### config.mk
export PLATFORM = sky130hd
export DESIGN_NAME = alu_issue_ctrl
export DESIGN_NICKNAME = d
export VERILOG_FILES = /design/src/rtl/alu_issue_ctrl_pkg.sv /design/src/rtl/alu_issue_ctrl_decode.sv /design/src/rtl/alu_issue_ctrl.sv
export SDC_FILE = /design/constraint.sdc
export NUM_CORES = 1
export LEC_CHECK = 0
export CAP_MARGIN = 30
export CORE_MARGIN = 2
export CORE_UTILIZATION = 30
export CTS_BUF_LIST = sky130_fd_sc_hd__clkbuf_8
export CTS_CLUSTER_SIZE = 8
export DETAILED_ROUTE_END_ITERATION = 12
export PLACE_DENSITY_LB_ADDON = 0.25
export SLEW_MARGIN = 20
export SYNTH_ARGS = -nofsm -noshare
export SYNTH_HDL_FRONTEND = slang
export SYNTH_SLANG_ARGS = --single-unit
### constraint.sdc
create_clock -name clk -period 1.7 [get_ports clk]
set_input_delay 0.34 -clock clk [delete_from_list [all_inputs] [get_ports clk]]
set_output_delay 0.34 -clock clk [all_outputs]
set_load 0.02 [all_outputs]
### src/rtl/alu_issue_ctrl_pkg.sv
// Shared ALU opcode encodings, PSR bit indices and sequencer state codes.
// Imported by the issue controller and its field decoder.
package alu_issue_ctrl_pkg;

    localparam logic [3:0] OP_ADD  = 4'h0;
    localparam logic [3:0] OP_SUB  = 4'h1;
    localparam logic [3:0] OP_CMP  = 4'h2;
    localparam logic [3:0] OP_TEST = 4'h3;
    localparam logic [3:0] OP_AND  = 4'h4;
    localparam logic [3:0] OP_OR   = 4'h5;
    localparam logic [3:0] OP_XOR  = 4'h6;
    localparam logic [3:0] OP_NOT  = 4'h7;
    localparam logic [3:0] OP_LSH  = 4'h8;
    localparam logic [3:0] OP_RSH  = 4'h9;
    localparam logic [3:0] OP_ARSH = 4'hA;

    localparam int PSR_C = 0;
    localparam int PSR_L = 1;
    localparam int PSR_F = 2;
    localparam int PSR_Z = 3;
    localparam int PSR_N = 4;

    localparam logic [1:0] S_IDLE = 2'd0;
    localparam logic [1:0] S_READ = 2'd1;
    localparam logic [1:0] S_EXEC = 2'd2;
    localparam logic [1:0] S_WB   = 2'd3;

endpackage

### src/rtl/alu_issue_ctrl_decode.sv
// Combinational split of a 16-bit instruction word into its fields.
// Ports: instr in; opcode, rd, rs, imm_en, imm, is_legal, writes_back out.
module instr_field_decode
    import alu_issue_ctrl_pkg::*;
(
    input  logic [15:0] instr,
    output logic [3:0]  opcode,
    output logic [3:0]  rd,
    output logic [3:0]  rs,
    output logic        imm_en,
    output logic [6:0]  imm,
    output logic        is_legal,
    output logic        writes_back
);

    assign opcode = instr[15:12];
    assign rd     = instr[11:8];
    assign imm_en = instr[7];
    assign imm    = instr[6:0];
    // The immediate overlays rs, so the B read port is parked on r0.
    assign rs     = instr[7] ? 4'h0 : instr[3:0];

    always_comb begin
        is_legal    = 1'b0;
        writes_back = 1'b0;
        unique case (opcode)
            OP_ADD, OP_SUB, OP_AND, OP_OR, OP_XOR,
            OP_NOT, OP_LSH, OP_RSH, OP_ARSH: begin
                is_legal    = 1'b1;
                writes_back = 1'b1;
            end
            OP_CMP, OP_TEST: begin
                is_legal = 1'b1;
            end
            default: begin
                is_legal = 1'b0;
            end
        endcase
    end

endmodule

### src/rtl/alu_issue_ctrl.sv
// Four-state issue sequencer (IDLE/READ/EXEC/WB) driving the datapath ALU.
// Ports: instr handshake, RF read/write, ALU operands/flags, psr, done, illegal.
module alu_issue_ctrl
    import alu_issue_ctrl_pkg::*;
#(
    parameter int DATA_W = 16,
    parameter int REG_AW = 4,
    parameter int IMM_W  = 7
) (
    input  logic              clk,
    input  logic              reset_n,
    input  logic              instr_valid,
    input  logic [15:0]       instr,
    output logic              instr_ready,
    output logic [REG_AW-1:0] rf_raddr_a,
    output logic [REG_AW-1:0] rf_raddr_b,
    input  logic [DATA_W-1:0] rf_rdata_a,
    input  logic [DATA_W-1:0] rf_rdata_b,
    output logic [DATA_W-1:0] alu_a,
    output logic [DATA_W-1:0] alu_b,
    output logic [3:0]        alu_opcode,
    output logic              alu_carry_in,
    input  logic [DATA_W-1:0] alu_c,
    input  logic              alu_carry,
    input  logic              alu_flag,
    input  logic              alu_low,
    input  logic              alu_negative,
    input  logic              alu_zero,
    output logic              rf_we,
    output logic [REG_AW-1:0] rf_waddr,
    output logic [DATA_W-1:0] rf_wdata,
    output logic [4:0]        psr,
    output logic              done,
    output logic              illegal
);

    logic [1:0]        state;
    logic [3:0]        op_q;
    logic [REG_AW-1:0] rd_q;
    logic              imm_en_q;
    logic [IMM_W-1:0]  imm_q;
    logic              legal_q;
    logic              wb_q;
    logic [3:0]        alu_op_q;
    logic [DATA_W-1:0] result_q;

    logic [3:0] d_opcode;
    logic [3:0] d_rd;
    logic [3:0] d_rs;
    logic       d_imm_en;
    logic [6:0] d_imm;
    logic       d_legal;
    logic       d_wb;

    logic [DATA_W-1:0] imm_sx;

    instr_field_decode u_dec (
        .instr       (instr),
        .opcode      (d_opcode),
        .rd          (d_rd),
        .rs          (d_rs),
        .imm_en      (d_imm_en),
        .imm         (d_imm),
        .is_legal    (d_legal),
        .writes_back (d_wb)
    );

    assign imm_sx = {{(DATA_W-IMM_W){imm_q[IMM_W-1]}}, imm_q};

    assign instr_ready  = (state == S_IDLE);
    assign alu_carry_in = psr[PSR_C];
    assign alu_opcode   = alu_op_q;
    assign rf_waddr     = rd_q;
    assign rf_wdata     = result_q;

    // Operands are only presented while the ALU is being used.
    always_comb begin
        alu_a = '0;
        alu_b = '0;
        if (state == S_EXEC) begin
            alu_a = rf_rdata_a;
            alu_b = imm_en_q ? imm_sx : rf_rdata_b;
        end
    end

    always_ff @(posedge clk or negedge reset_n) begin
        if (!reset_n) begin
            state      <= S_IDLE;
            op_q       <= '0;
            rd_q       <= '0;
            imm_en_q   <= 1'b0;
            imm_q      <= '0;
            legal_q    <= 1'b0;
            wb_q       <= 1'b0;
            alu_op_q   <= '0;
            result_q   <= '0;
            rf_raddr_a <= '0;
            rf_raddr_b <= '0;
            psr        <= '0;
            rf_we      <= 1'b0;
            done       <= 1'b0;
            illegal    <= 1'b0;
        end else begin
            rf_we   <= 1'b0;
            done    <= 1'b0;
            illegal <= 1'b0;
            unique case (state)
                S_IDLE: begin
                    if (instr_valid) begin
                        op_q       <= d_opcode;
                        rd_q       <= d_rd;
                        imm_en_q   <= d_imm_en;
                        imm_q      <= d_imm;
                        legal_q    <= d_legal;
                        wb_q       <= d_wb;
                        rf_raddr_a <= d_rd;
                        rf_raddr_b <= d_rs;
                        state      <= S_READ;
                    end
                end
                S_READ: begin
                    // An illegal opcode leaves the ALU opcode untouched.
                    if (legal_q) begin
                        alu_op_q <= op_q;
                    end
                    state <= S_EXEC;
                end
                S_EXEC: begin
                    if (legal_q) begin
                        result_q <= alu_c;
                        psr      <= {alu_negative, alu_zero, alu_flag,
                                     alu_low, alu_carry};
                    end
                    rf_we   <= legal_q & wb_q;
                    done    <= 1'b1;
                    illegal <= ~legal_q;
                    state   <= S_WB;
                end
                S_WB: begin
                    state <= S_IDLE;
                end
                default: begin
                    state <= S_IDLE;
                end
            endcase
        end
    end

endmodule

==> run_results.csv <==
group,metric,value,unit
clock_tree,numClockSinks,52,
logic_synthesis,synth_top_cell_area_share,51.03,%
die,core_area,8217,µm²
worst_setup_path,cpMaxStageDelayCell,"dfrtp_1",
detailed_routing,wirelength,6780,µm
timing,hold_viol,0,
pwr,swShare,36.82,%
finish,drive_gt1_share,39.26,%
finish,area_growth,77.04,%
worst_setup_path,slowest_delay,400,ps
pwr,combPwrFrac,63.9,%
pwr,power_density,1888,nW/µm²
logic_synthesis,ys_seq_area_share,51.03,%
clock_tree,tritoncts,"done",
timing,drv_slew,0,
logic_synthesis,yosysTopAreaCell,"dfrtp_1",
worst_setup_path,crit_fanout,11,
clock_tree,clk_pin_slew,90,ps
placed_design,placed_area,4188,µm²
die,fp.dieH,96.20,µm
pwr,seq_power_share,26.3,%
die,initial_core_util,31.03,%
worst_setup_path,worstSetupStartpointType,"flop",
clock_tree,cts_buffers,5,
worst_setup_path,crit_arrival,1370,ps
logic_synthesis,synth_area_leaders,"dfrtp_1 51%, mux2_4 17%, mux2_2 4.9%",
clock_tree,clock_path_buffers,2,
timing,worst_slew_pin_slew,450.7,ps
worst_setup_path,end_kind,"output port",
logic_synthesis,synth.net_count,270,
pwr,leakage,2.059,nW
die,num_rows,33,
clock_tree,hold_buffers,0,
pwr,ir_drop,859.7,µV
placed_design,io_buffer_count,145,
worst_setup_path,r2r_setup_slack,30,ps
grt,grt_pass1_vias,2032,
run,max_cap_viol_count,0,
worst_setup_path,reg2reg_from,"state[0]",
clock_tree,clock_latency,300,ps
timing,rsz0062_at_grt,"yes",
grt,grt_max_degree,53,
status,violations,"setup timing",
grt,grt_pass1_wl,9901,µm
grt,grt_usage,13.95,%
die,die_w,96.20,µm
grt,grt_antenna_before_repair,0,
detailed_routing,drt-initial-drc-count,52,
logic_synthesis,syn_area,2550,µm²
detailed_routing,drc,0,
worst_setup_path,path_cells,"inv_2 > ha_4 > buf_12 > a21boi_2 > buf_6",
placed_design,dp_hpwl,4766,µm
detailed_routing,first_pass_iters,4,
timing,min_period,1714,ps
detailed_routing,num_vias,2002,
pwr,power_frac_clock,9.8,%
pwr,p_int,0.005385,W
finish,fin_area,4514,µm²
timing,period_share,100.8,%
logic_synthesis,ys_seq_elements,52,
finish,n_antenna_cell,0,
die,ios,146,
detailed_routing,postRouteAntennaNets,0,
logic_synthesis,synth_warnings,0,
detailed_routing,post_drt_wl_per_cell,14.93,µm
status,status,"finished with violations",
timing,setup_viol_count_final,10,
detailed_routing,viasPerCell,4.410,
min_path,hp-class,"in2async",
worst_setup_path,r2r_end,"state[1]",
worst_setup_path,required,1360,ps
worst_setup_path,reg2reg_depth,7,
grt,grt_overflow,0,
logic_synthesis,synth_cell_types,28,
worst_setup_path,setup.worst_path.class,"reg2out",
placed_design,gp_congestion,0.6768,
die,dieArea,9253,µm²
timing,setup_slack,-14.05,ps
timing,timing.hold.ws,3.523,ps
clock_tree,cts_root_buf,"clkbuf_8",
finish,fill_cells,694,
logic_synthesis,synth_area_per_cell,13.14,µm²
timing,max_slew_margin,69.86,%
finish,nNetsFinal,424,
timing,finClkSkew,3.404,ps
clock_tree,h-tree-depth,2,
timing,clock.fmax,583.4,MHz
logic_synthesis,netlist_instances,194,
pwr,p_sw,0.003137,W
==> sequential cells by signal (all words and copies together) (netlist names), 2 cells and up <==
signal,flops
state,2
op_q,4
rf_raddr_b,4
imm_q,7
psr,5
rf_wdata,16
rf_waddr,4
alu_opcode,4
==> stage by stage <==
step | TNS (ps) | setup WS (ps) | cells | util, % | power (W)
floorplan | 0 | 36.50 | 194 | - | 0.005107
global placement | -6629 | -264.5 | 442 | 50.97 | 0.007127
detailed placement | -7043 | -279.8 | 442 | 50.97 | 0.007224
CTS | -1469 | -112.7 | 452 | 53.62 | 0.008430
global route | -2295 | -115.2 | 454 | 54.94 | 0.009023
finish | -54.11 | -14.05 | 454 | 54.94 | 0.008522
==> how the worst max path moves through the flow <==
| stage | start | to | slack, ps | cells past startpoint |
|---|---|---|---|---|
| floorplan | state[0] | alu_b[0] | 40 | 5 |
| CTS | state[0] | alu_b[3] | -110 | 6 |
| detailed placement | rf_rdata_b[15] | alu_b[15] | -280 | 4 |
| global route | state[0] | alu_b[13] | -120 | 5 |
| global placement | rf_rdata_b[15] | alu_b[15] | -260 | 4 |
| finish | state[0] | alu_b[7] | -10 | 5 |
==> power by group through the flow <==
stage | Combinational, W | Clock (W) | Sequential (W)
2_1_floorplan | 0.00242 | 0 | 0.00268
3_3_place_gp | 0.00493 | 0 | 0.00220
3_5_place_dp | 0.00499 | 0 | 0.00223
4_1_cts | 0.00532 | 0.000876 | 0.00224
5_1_grt | 0.00577 | 0.000931 | 0.00232
6_report | 0.00545 | 0.000835 | 0.00224
==> metal layers <==
layer  wire, µm  up-vias  GRT usage [%]
met4        105        0          4.524
met1       2661      961          16.81
met3        570        6          4.229
li1           -      954              -
met2       3443       81          23.73
met5          0        -              0
==> area by class of cell <==
| type | instances | area [µm²] | area share [%] |
|---|---|---|---|
| sequential | 52 | 1301 | 28.82 |
| clock buffer | 5 | 68.82 | 1.524 |
| multi-input combinational | 127 | 1319 | 29.21 |
| clock inverter | 3 | 38.79 | 0.8592 |
| timing repair buffer | 160 | 1648 | 36.50 |
| inverter | 2 | 7.507 | 0.1663 |
| tap | 105 | 131.4 | 2.910 |
==> cell usage in the layout (no fill, tap or decap), types with 4 or more instances in the layout <==
master / instances
nor2b_4: 6
buf_12: 5
nand2b_1: 15
mux2_4: 29
nand2_1: 7
buf_6: 27
dfrtp_1: 52
a21oi_1: 4
clkbuf_8: 5
o21ai_0: 4
and2_1: 4
buf_4: 16
mux2_2: 11
and2_4: 12
clkdlybuf4s50_1: 108
a21boi_2: 10
==> critical path: cells and delay by family (launching register included) <==
| family | cells | cell delay (ps) |
|---|---|---|
| buffers and inverters | 3 | 330 |
| AOI/OAI and AO/OA | 1 | 160 |
| adders and majority gates | 1 | 170 |
| DFF | 1 | 400 |
==> synth_stat cells <==
library cell / count
nand3b_1: 1
and2b_1: 1
a21boi_0: 8
nand2_4: 1
clkbuf_1: 3
nor3_1: 1
and3_1: 1
ha_1: 4
nand2_2: 2
nand2_1: 7
dfrtp_1: 52
mux2_1: 1
buf_2: 1
buf_6: 3
nand3_1: 1
a21oi_1: 4
mux2_2: 11
buf_4: 8
nor2b_1: 7
nor2_1: 2
a21boi_1: 2
a22o_1: 1
nand2b_1: 15
mux2i_1: 6
mux2_4: 29
o21ai_0: 4
and2_1: 16
inv_1: 2
==> logic make-up after synthesis <==
group           Yosys count  share of synthesized area, %
compound gates           19                         4.858
fa+ha+maj                 4                         1.963
buf+inv                  17                         4.612
flops                    52                         51.03
mux                      47                         24.73
simple gates             55                         12.81
==> what timing repair did <==
item                       4_1_cts  5_1_grt
setup endpoints to repair       37       38
resized for setup              203       31
hold endpoints to repair         0        0
buffers inserted                 1        1
gates cloned                     1        2
No activity file was read; power rests on OpenSTA's default activity.
==> patch: new RTL, config.mk and constraints unchanged <==
Make the reset (`reset_n`) synchronous in one clocked block.
--- a/src/rtl/alu_issue_ctrl.sv
+++ b/src/rtl/alu_issue_ctrl.sv
@@ -85,3 +85,3 @@
 
-    always_ff @(posedge clk or negedge reset_n) begin
+    always_ff @(posedge clk) begin
         if (!reset_n) begin
Function: differs if reset_n is asserted again (counterexample within 4 cycles, from zero or initial values and one cycle with reset_n low); with reset_n held inactive, the same outputs for 10 cycles.
==> patch against the original RTL <==
Worst setup slack improved by 0.027 ns; fmax increased by 1.6%; worst hold slack improved by 0.45 ns; area after synthesis down 5.6%; highest routed layer unchanged; via count is 18% higher; routed wire length decreased by 1.9%; global-route usage up 0.70 points; sequential cell count unchanged; design area shrank 7.1%; critical path type unchanged; sequential share of layout area decreased by 4.0 points.
Power is not compared: it rests on default switching activity, and its combinational part moved more than twofold at a synthesized area within 25%.
==> patch: results (changes against the original RTL) <==
stage,metric,value,unit,change
sta,tightestPinTransition,0.409,ns,was 0.451 ns
final_layout,nFillCells,732,,was 694
global_routing,grt_pass1_vias,2232,,was 2032
logic_synthesis,synth_fp_nets,364,,was 270
placed_design,dp_slack,-0.306,ns,was -0.280 ns
global_routing,grt_max_degree,52,,was 53
global_routing,use_met1,0.166,,was 0.168
global_routing,grt_usage,0.147,,was 0.140
logic_synthesis,synth-adder-area-share,0.0208,,was 0.0196
detailed_routing,detailroute.wirelength.met3,761,um,was 570 um
cts,worst_skew_pair.late_latency,0.32,ns,was 0.30 ns
critical_path,crit_arrival,1.35,ns,was 1.37 ns
logic_synthesis,count_of_different_cell_masters_after_synthesis,23,,was 28
detailed_routing,wl_met1,2.74,mm,was 2.66 mm
placed_design,finalWeightedCongestion,0.724,,was 0.677
final_layout,final_net_count,506,,was 424
cts,post_cts_resized,165,,was 203
logic_synthesis,synth.area.top_cells,"sky130_fd_sc_hd__dfxtp_1 43%, sky130_fd_sc_hd__nand2_1 14%, sky130_fd_sc_hd__a21boi_1 11%",,"was sky130_fd_sc_hd__dfrtp_1 51%, sky130_fd_sc_hd__mux2_4 17%, sky130_fd_sc_hd__mux2_2 4.9%"
critical_path,slowest_cell_on_the_critical_path,sky130_fd_sc_hd__dfxtp_2,,was sky130_fd_sc_hd__dfrtp_1
cts,clock_tree.htree_level_count,2,,unchanged
logic_synthesis,synth.mux.area_fraction,0.0291,,was 0.247
logic_synthesis,async_flop_share,0,,was 1.00
detailed_routing,detailed_route_wirelength_on_metal2,3.07,mm,was 3.44 mm
placed_design,half_perimeter_wire_length_after_detailed_placement,4.70,mm,was 4.77 mm
global_routing,grt_first_pass_wirelength,10.3,mm,was 9.90 mm
logic_synthesis,yosysSeqAreaShare,0.432,,was 0.510
logic_synthesis,postSynth.topFlopCell,sky130_fd_sc_hd__dfxtp_1,,was sky130_fd_sc_hd__dfrtp_1
logic_synthesis,count_leader_synth,sky130_fd_sc_hd__nand2_1,,was sky130_fd_sc_hd__dfrtp_1
global_routing,use_met3,0.0604,,was 0.0423
global_routing,globalRouteMet2Util,0.254,,was 0.237
logic_synthesis,compound_cell_area_share_of_the_yosys_netlist,0.188,,was 0.0486
sta,finClkSkew,0.0116,ns,was 0.00340 ns
cts,postCtsSetupBuffers,0,,was 1
detailed_routing,vias_after_detailed_routing,2369,,was 2002
run_status,result_of_the_run,finished clean,,"was complete, but fails checks"
critical_path,timing.critical_path.slowest_cell_delay,0.33,ns,was 0.40 ns
detailed_routing,wirelength,6.65,mm,was 6.78 mm
critical_path,crit_path_max_fanout,16,,was 11
cts,cts-buffers-inserted,5,,unchanged
final_layout,layout-drive-gt1-share,0.181,,was 0.393
==> patch: cell types whose count changed after synthesis, moves of 3 or more <==
cell                       change
sky130_fd_sc_hd__a21boi_0     +12
sky130_fd_sc_hd__a21oi_1       -4
sky130_fd_sc_hd__buf_2         +3
sky130_fd_sc_hd__nand3b_1      +3
sky130_fd_sc_hd__nand2_1      +80
sky130_fd_sc_hd__mux2_4       -29
sky130_fd_sc_hd__dfxtp_1      +52
sky130_fd_sc_hd__dfrtp_1      -52
sky130_fd_sc_hd__o21ai_0       -4
sky130_fd_sc_hd__nand3_1       +3
sky130_fd_sc_hd__a21boi_1     +33
sky130_fd_sc_hd__mux2_2       -11
sky130_fd_sc_hd__clkbuf_1      +7
==> patch: per-stage QoR <==
step,power [uW],instance area [sq um],utilization,std cells
6_report,4240,4200,0.540,533
3_3_place_gp,3360,4010,0.516,524
2_1_floorplan,2470,2410,-,288
3_5_place_dp,3400,4010,0.516,524
5_1_grt,4510,4200,0.540,533
4_1_cts,4140,4000,0.515,533
==> patch: layout make-up <==
class / instances / area [sq um] / area share
clock inverters: 3 / 26.3 / 0.00626
multi-input cells: 209 / 1300 / 0.309
clock buffers: 5 / 68.8 / 0.0164
repair buffers: 160 / 1620 / 0.387
inverters: 2 / 7.51 / 0.00179
flip-flops and latches: 52 / 1040 / 0.249
well taps: 102 / 128 / 0.0304
==> patch: worst paths after layout <==
check,startpoint,endpoint,slack (ns),cells after the start
hold / removal,rf_wdata[15],rf_wdata[15],0.46,2
setup / recovery,state[0],alu_b[12],0.01,5
setup reg to reg,state[1],legal_q,0.16,8
hold reg to reg,rf_wdata[15],rf_wdata[15],0.46,2
==> patch: where the power goes <==
group,total (uW),switching [uW],leakage [uW],internal (uW)
clock network,749,449,0.0000423,300
registers,1460,93.9,0.000423,1370
logic,2030,961,0.00114,1070
